[config.mk]
export PLATFORM = sky130hd
export DESIGN_NAME = radix2_divider
export DESIGN_NICKNAME = d
export VERILOG_FILES = /design/src/rtl/radix2_divider.sv
export SDC_FILE = /design/constraint.sdc
export NUM_CORES = 1
export LEC_CHECK = 0
export CORE_AREA = 5 5 187 189
export DETAILED_ROUTE_END_ITERATION = 12
export DIE_AREA = 0 0 192 194
export PLACE_DENSITY = 0.65
export REMOVE_ABC_BUFFERS = 1
export SLEW_MARGIN = 20
export SYNTH_ARGS = -nofsm -noshare
export SYNTH_HDL_FRONTEND = slang
export SYNTH_SLANG_ARGS = --single-unit
[constraint.sdc]
create_clock -name clk -period 7.1 [get_ports clk]
set_clock_uncertainty 0.2 [all_clocks]
set_input_delay 1.065 -clock clk [delete_from_list [all_inputs] [get_ports clk]]
set_output_delay 1.065 -clock clk [all_outputs]
set_load 0.01 [all_outputs]
[src/rtl/radix2_divider.sv]
// radix2_divider: multi-cycle restoring divider (one quotient bit per clock)
// for signed and unsigned operands. Divide-by-zero and the signed overflow
// case (most negative value / -1) skip the iteration and finish in one cycle.
// Result ports read zero except while a result is being offered.
module radix2_divider #(
  parameter int WIDTH = 32
) (
  input  logic             clk,
  input  logic             rst,
  input  logic             in_valid,
  output logic             in_ready,
  input  logic [WIDTH-1:0] dividend,
  input  logic [WIDTH-1:0] divisor,
  input  logic             is_signed,
  output logic             out_valid,
  input  logic             out_ready,
  output logic [WIDTH-1:0] quotient,
  output logic [WIDTH-1:0] remainder,
  output logic             busy
);

  localparam int CNT_W = $clog2(WIDTH + 1);
  localparam logic [WIDTH-1:0] ZERO    = {WIDTH{1'b0}};
  localparam logic [WIDTH-1:0] ALL_ONE = {WIDTH{1'b1}};
  localparam logic [WIDTH-1:0] ONE     = {{(WIDTH-1){1'b0}}, 1'b1};
  localparam logic [WIDTH-1:0] MIN_NEG = {1'b1, {(WIDTH-1){1'b0}}};

  typedef enum logic [1:0] {
    S_IDLE = 2'd0,
    S_CALC = 2'd1,
    S_DONE = 2'd2
  } state_e;

  // Two's-complement negation.
  function automatic logic [WIDTH-1:0] negate(input logic [WIDTH-1:0] v);
    return ~v + ONE;
  endfunction

  // Magnitude of an operand; the most negative value maps to 2^(WIDTH-1),
  // which is still representable as an unsigned WIDTH-bit number.
  function automatic logic [WIDTH-1:0] magnitude(input logic [WIDTH-1:0] v,
                                                 input logic             sgn);
    if (sgn && v[WIDTH-1]) begin
      return negate(v);
    end else begin
      return v;
    end
  endfunction

  state_e             state_q;
  logic [CNT_W-1:0]   cnt_q;
  logic [WIDTH-1:0]   rem_q;      // partial remainder
  logic [WIDTH-1:0]   quo_q;      // dividend bits shifting out / quotient bits shifting in
  logic [WIDTH-1:0]   dvsr_q;     // divisor magnitude
  logic               neg_quo_q;  // operand signs differ
  logic               neg_rem_q;  // dividend negative
  logic [WIDTH-1:0]   quotient_q;
  logic [WIDTH-1:0]   remainder_q;
  logic               in_ready_q;
  logic               out_valid_q;
  logic               busy_q;

  logic               accept_s;
  logic               div_zero_s;
  logic               overflow_s;
  logic [WIDTH:0]     shift_s;
  logic [WIDTH:0]     diff_s;
  logic [WIDTH-1:0]   rem_d;
  logic [WIDTH-1:0]   quo_d;
  logic [WIDTH-1:0]   quo_fix_s;
  logic [WIDTH-1:0]   rem_fix_s;

  // Acceptance and early-exit operand classification.
  always_comb begin
    accept_s   = in_valid && (state_q == S_IDLE);
    div_zero_s = (divisor == ZERO);
    overflow_s = is_signed && (dividend == MIN_NEG) && (divisor == ALL_ONE);
  end

  // One restoring step plus the sign-corrected view of its result.
  always_comb begin
    shift_s = {rem_q, quo_q[WIDTH-1]};
    diff_s  = shift_s - {1'b0, dvsr_q};
    if (!diff_s[WIDTH]) begin
      rem_d = diff_s[WIDTH-1:0];
      quo_d = {quo_q[WIDTH-2:0], 1'b1};
    end else begin
      rem_d = shift_s[WIDTH-1:0];
      quo_d = {quo_q[WIDTH-2:0], 1'b0};
    end
    if (neg_quo_q) begin
      quo_fix_s = negate(quo_d);
    end else begin
      quo_fix_s = quo_d;
    end
    if (neg_rem_q) begin
      rem_fix_s = negate(rem_d);
    end else begin
      rem_fix_s = rem_d;
    end
  end

  // Control FSM with datapath and registered handshake/result outputs.
  always_ff @(posedge clk or posedge rst) begin
    if (rst) begin
      state_q     <= S_IDLE;
      cnt_q       <= {CNT_W{1'b0}};
      rem_q       <= ZERO;
      quo_q       <= ZERO;
      dvsr_q      <= ZERO;
      neg_quo_q   <= 1'b0;
      neg_rem_q   <= 1'b0;
      quotient_q  <= ZERO;
      remainder_q <= ZERO;
      in_ready_q  <= 1'b1;
      out_valid_q <= 1'b0;
      busy_q      <= 1'b0;
    end else begin
      case (state_q)
        S_IDLE: begin
          if (accept_s) begin
            in_ready_q <= 1'b0;
            busy_q     <= 1'b1;
            if (div_zero_s) begin
              quotient_q  <= ALL_ONE;
              remainder_q <= dividend;
              out_valid_q <= 1'b1;
              state_q     <= S_DONE;
            end else if (overflow_s) begin
              quotient_q  <= dividend;
              remainder_q <= ZERO;
              out_valid_q <= 1'b1;
              state_q     <= S_DONE;
            end else begin
              rem_q     <= ZERO;
              quo_q     <= magnitude(dividend, is_signed);
              dvsr_q    <= magnitude(divisor, is_signed);
              neg_quo_q <= is_signed && (dividend[WIDTH-1] ^ divisor[WIDTH-1]);
              neg_rem_q <= is_signed && dividend[WIDTH-1];
              cnt_q     <= CNT_W'(WIDTH);
              state_q   <= S_CALC;
            end
          end else begin
            state_q <= S_IDLE;
          end
        end
        S_CALC: begin
          rem_q <= rem_d;
          quo_q <= quo_d;
          cnt_q <= cnt_q - CNT_W'(1);
          if (cnt_q == CNT_W'(1)) begin
            quotient_q  <= quo_fix_s;
            remainder_q <= rem_fix_s;
            out_valid_q <= 1'b1;
            state_q     <= S_DONE;
          end else begin
            state_q <= S_CALC;
          end
        end
        S_DONE: begin
          if (out_ready) begin
            quotient_q  <= ZERO;
            remainder_q <= ZERO;
            out_valid_q <= 1'b0;
            in_ready_q  <= 1'b1;
            busy_q      <= 1'b0;
            state_q     <= S_IDLE;
          end else begin
            state_q <= S_DONE;
          end
        end
        default: begin
          quotient_q  <= ZERO;
          remainder_q <= ZERO;
          out_valid_q <= 1'b0;
          in_ready_q  <= 1'b1;
          busy_q      <= 1'b0;
          state_q     <= S_IDLE;
        end
      endcase
    end
  end

  assign in_ready  = in_ready_q;
  assign out_valid = out_valid_q;
  assign busy      = busy_q;
  assign quotient  = quotient_q;
  assign remainder = remainder_q;

endmodule
==> impl_metrics.py <==
metrics = {
    "logic_synthesis": {
        "async_flop_share_pct": 100,
        "ys_ff_latch": 173,
        "synthCells": 1616,
        "yosys_warnings": 0,
        "synth_cell_type_count": 94,
        "synth_area_mm2": 0.0130,
        "postSynthAreaPerCell_um2": 8.05,
        "synth_edf_count": 0,
        "ys.flop_type": "dfrtp_1",
        "synth_seq_area_share_pct": 33.3,
    },
    "worst_setup_path": {
        "r2r_start": "quo_q[31]",
        "r2r_end": "quotient[28]",
        "critical_path_required_ns": 7.23,
        "reg2reg_slack_ns": 1.94,
        "critical_path.startpoint": "quo_q[31]",
        "end_kind": "flop",
        "crit_end": "quotient[28]",
        "rr_worst_depth": 18,
        "cp_max_fo": 9,
        "arrival_ns": 5.29,
        "startpoint_type": "flop",
        "worstSetupPathType": "reg2reg",
    },
    "placement": {
        "dp_hpwl_mm": 31.0,
        "dpl-instance-area_mm2": 0.0147,
        "portBuffers": 135,
        "place.gp.congestion": 0.898,
    },
    "floorplan": {
        "dieHeight_um": 194,
        "initial_utilization_pct": 39.3,
        "dieArea_mm2": 0.0372,
        "core_mm2": 0.0331,
        "rows": 67,
        "pin_count": 136,
        "die_x_um": 192,
    },
    "global_route": {
        "grt-ovfl-total": 0,
        "grt_pass1_wl_mm": 66.1,
        "grt_pass1_vias": 12039,
        "grt_max_degree": 98,
        "track_usage_pct": 22.0,
        "antenna_found_initial": 3,
    },
    "cts": {
        "cts_setup_buffers": 0,
        "cts.sinks": 173,
        "clk_pin_slew_ns": 0.08,
        "cts_resized": 0,
        "htree_levels": 4,
        "cts_root_buffer": "clkbuf_16",
        "clkLatencyLatePin_ns": 0.44,
        "cts_tree": "done",
        "cts_hold_buf": 0,
        "cts_buffer_depth": 2,
        "numCtsBuffers": 17,
    },
    "route": {
        "viasPerCell": 5.75,
        "first_iter_violations": 965,
        "vias": 12380,
        "wirelength_mm": 41.2,
        "route.detailed.drc": 0,
        "drtPass1Iterations": 5,
        "wl_per_cell_um": 19.1,
        "ant_nets": 0,
    },
    "outcome": {
        "status": "complete, no violations",
    },
    "layout": {
        "syn2layout_area_growth_pct": 17.4,
        "fin_nets": 1801,
        "multiInputGateArea_mm2": 0.00809,
        "fill_cells": 3267,
        "antennaDiodeCount": 0,
        "finish.instance_area_mm2": 0.0153,
        "drive_above_1_share_pct": 5.33,
        "seqCellArea_mm2": 0.00433,
    },
    "min_path": {
        "hold_path.class": "reg2reg",
    },
    "sta": {
        "tightest_slew_ns": 1.02,
        "grt_setup_unrepaired": "false",
        "hold_violations": 0,
        "tns_ns": 0,
        "setup_viol": 0,
        "fmax_mhz": 194,
        "relSlewSlack_pct": 31.8,
        "fin_crit_ns": 5.16,
        "final_max_slew_viol_count": 0,
        "fin_crit_sh_pct": 72.7,
    },
    "pwr": {
        "p_leak_nw": 6.17,
        "p_per_area_mw_per_mm2": 537,
        "ir_drop_mv": 0.344,
    },
    "flow_run": {
        "drv_cap": 0,
    },
}
cell usage after synthesis, drive strengths merged, types with 4 or more instances:
master / count / area (µm²)
a21o: 14 / 105
or2: 8 / 50.1
inv: 59 / 221
clkbuf: 75 / 282
o211a: 5 / 50.1
and2: 17 / 110
a22oi: 34 / 255
or3: 32 / 201
nor2b: 7 / 51.3
mux2: 6 / 67.6
nand2b: 11 / 68.8
dfrtp: 172 / 4300
nand4: 17 / 121
xnor2: 73 / 639
a21oi: 157 / 786
o41ai: 16 / 193
xor2: 64 / 561
or4: 11 / 82.6
ha: 38 / 475
a21boi: 5 / 37.5
o21ai: 209 / 1050
a2111oi: 8 / 88.8
nor2: 125 / 477
o211ai: 17 / 146
nand3: 18 / 90.1
nor3: 29 / 150
mux2i: 26 / 260
a211oi: 10 / 75.1
buf: 19 / 100
nand2: 187 / 702
a31oi: 7 / 43.8
a221oi: 5 / 50.0
o31ai: 24 / 199
o21bai: 5 / 37.5
o22ai: 5 / 31.3
o2111ai: 4 / 35.0
a211o: 5 / 45.0
and3: 10 / 73.8
nor4: 25 / 156
o21a: 11 / 82.6
power by group:
part	switching [mW]	internal [mW]
Combinational	3.24	2.12
Sequential	0.451	1.45
Clock	0.470	0.471
logic make-up after synthesis:
kind of cell | share of synthesized area (%)
AO/OA/AOI/OAI | 27.4
AND/OR/NAND/NOR | 19.0
flip-flops | 33.3
buffers and inverters | 4.67
XOR/XNOR | 9.23
adder cells (fa/ha/maj) | 3.81
multiplexers | 2.52
metal layers:
metal	track usage (%)	up-vias	part of all wire, %
li1	-	6003	-
met1	31.3	5881	46
met4	7.47	4	2.9
met5	0	-	0.065
met2	34.1	421	45
met3	3.37	71	6.6
final cells by class:
type                    count  share of cell area [%]
well taps                 448                    3.67
clock inverters            14                   0.967
flip-flops and latches    173                    28.4
inverters                  60                    1.51
multi-input cells        1289                    53.0
clock buffers              18                    2.81
repair buffers            152                    9.69
worst max-delay path: stages (launching register included):
cell and delay (ns):
dfrtp_1 0.42, inv_1 0.08, ha_1 0.23, fa_1 0.46, nor2b_4 0.19, o31ai_4 0.10, a211o_1 0.38, a2111oi_4 0.41
o21a_1 0.51, nor2_4 0.08, inv_2 0.07, ha_1 0.26, nand4_1 0.21, nand2b_1 0.30, o21ai_0 0.42, nand2_1 0.14
xnor2_1 0.21, o21ai_0 0.11, mux2_2 0.27
worst min-delay path by stage:
stage	start	to	slack, ns	depth (start not counted)
final	quotient[26]	quotient[26]	0.28	2
after global routing	quotient[17]	quotient[17]	0.31	1
after CTS	quotient[17]	quotient[17]	0.29	1
after detailed placement	quotient[17]	quotient[17]	0.27	1
after global placement	quotient[17]	quotient[17]	0.26	1
after floorplan	dvsr_q[0]	dvsr_q[0]	0.25	2
registers in the layout (all words and copies together), names as in the netlist:
register / count
busy: 1
cnt_q: 6
dvsr_q: 32
in_ready: 1
neg_quo_q: 1
neg_rem_q: 1
out_valid: 1
quo_q: 32
quotient: 32
rem_q: 32
remainder: 32
state_q: 2
placed cells by master (no fill, tap or decap), drive strengths merged, types with 25 or more instances in the layout:
cell / count
a21oi: 157
a22oi: 34
clkdlybuf4s50: 135
dfrtp: 172
ha: 38
inv: 67
mux2i: 26
nand2: 187
nor2: 125
nor3: 29
nor4: 25
o21ai: 209
or3: 32
xnor2: 73
xor2: 64
through the flow:
step                power [mW]  worst slack [ns]  cells  util, %  hold WS [ns]
CTS                       8.16              1.93   2154     46.1         0.285
global placement          7.11              1.69   2122     44.4         0.261
global route              8.88              1.50   2154     46.1         0.306
finish                    8.20              1.94   2154     46.1         0.279
detailed placement        7.20              1.56   2122     44.4         0.268
floorplan                 5.51              1.15   1522        -         0.254
Note: power is estimated with default switching activity, not from simulation.
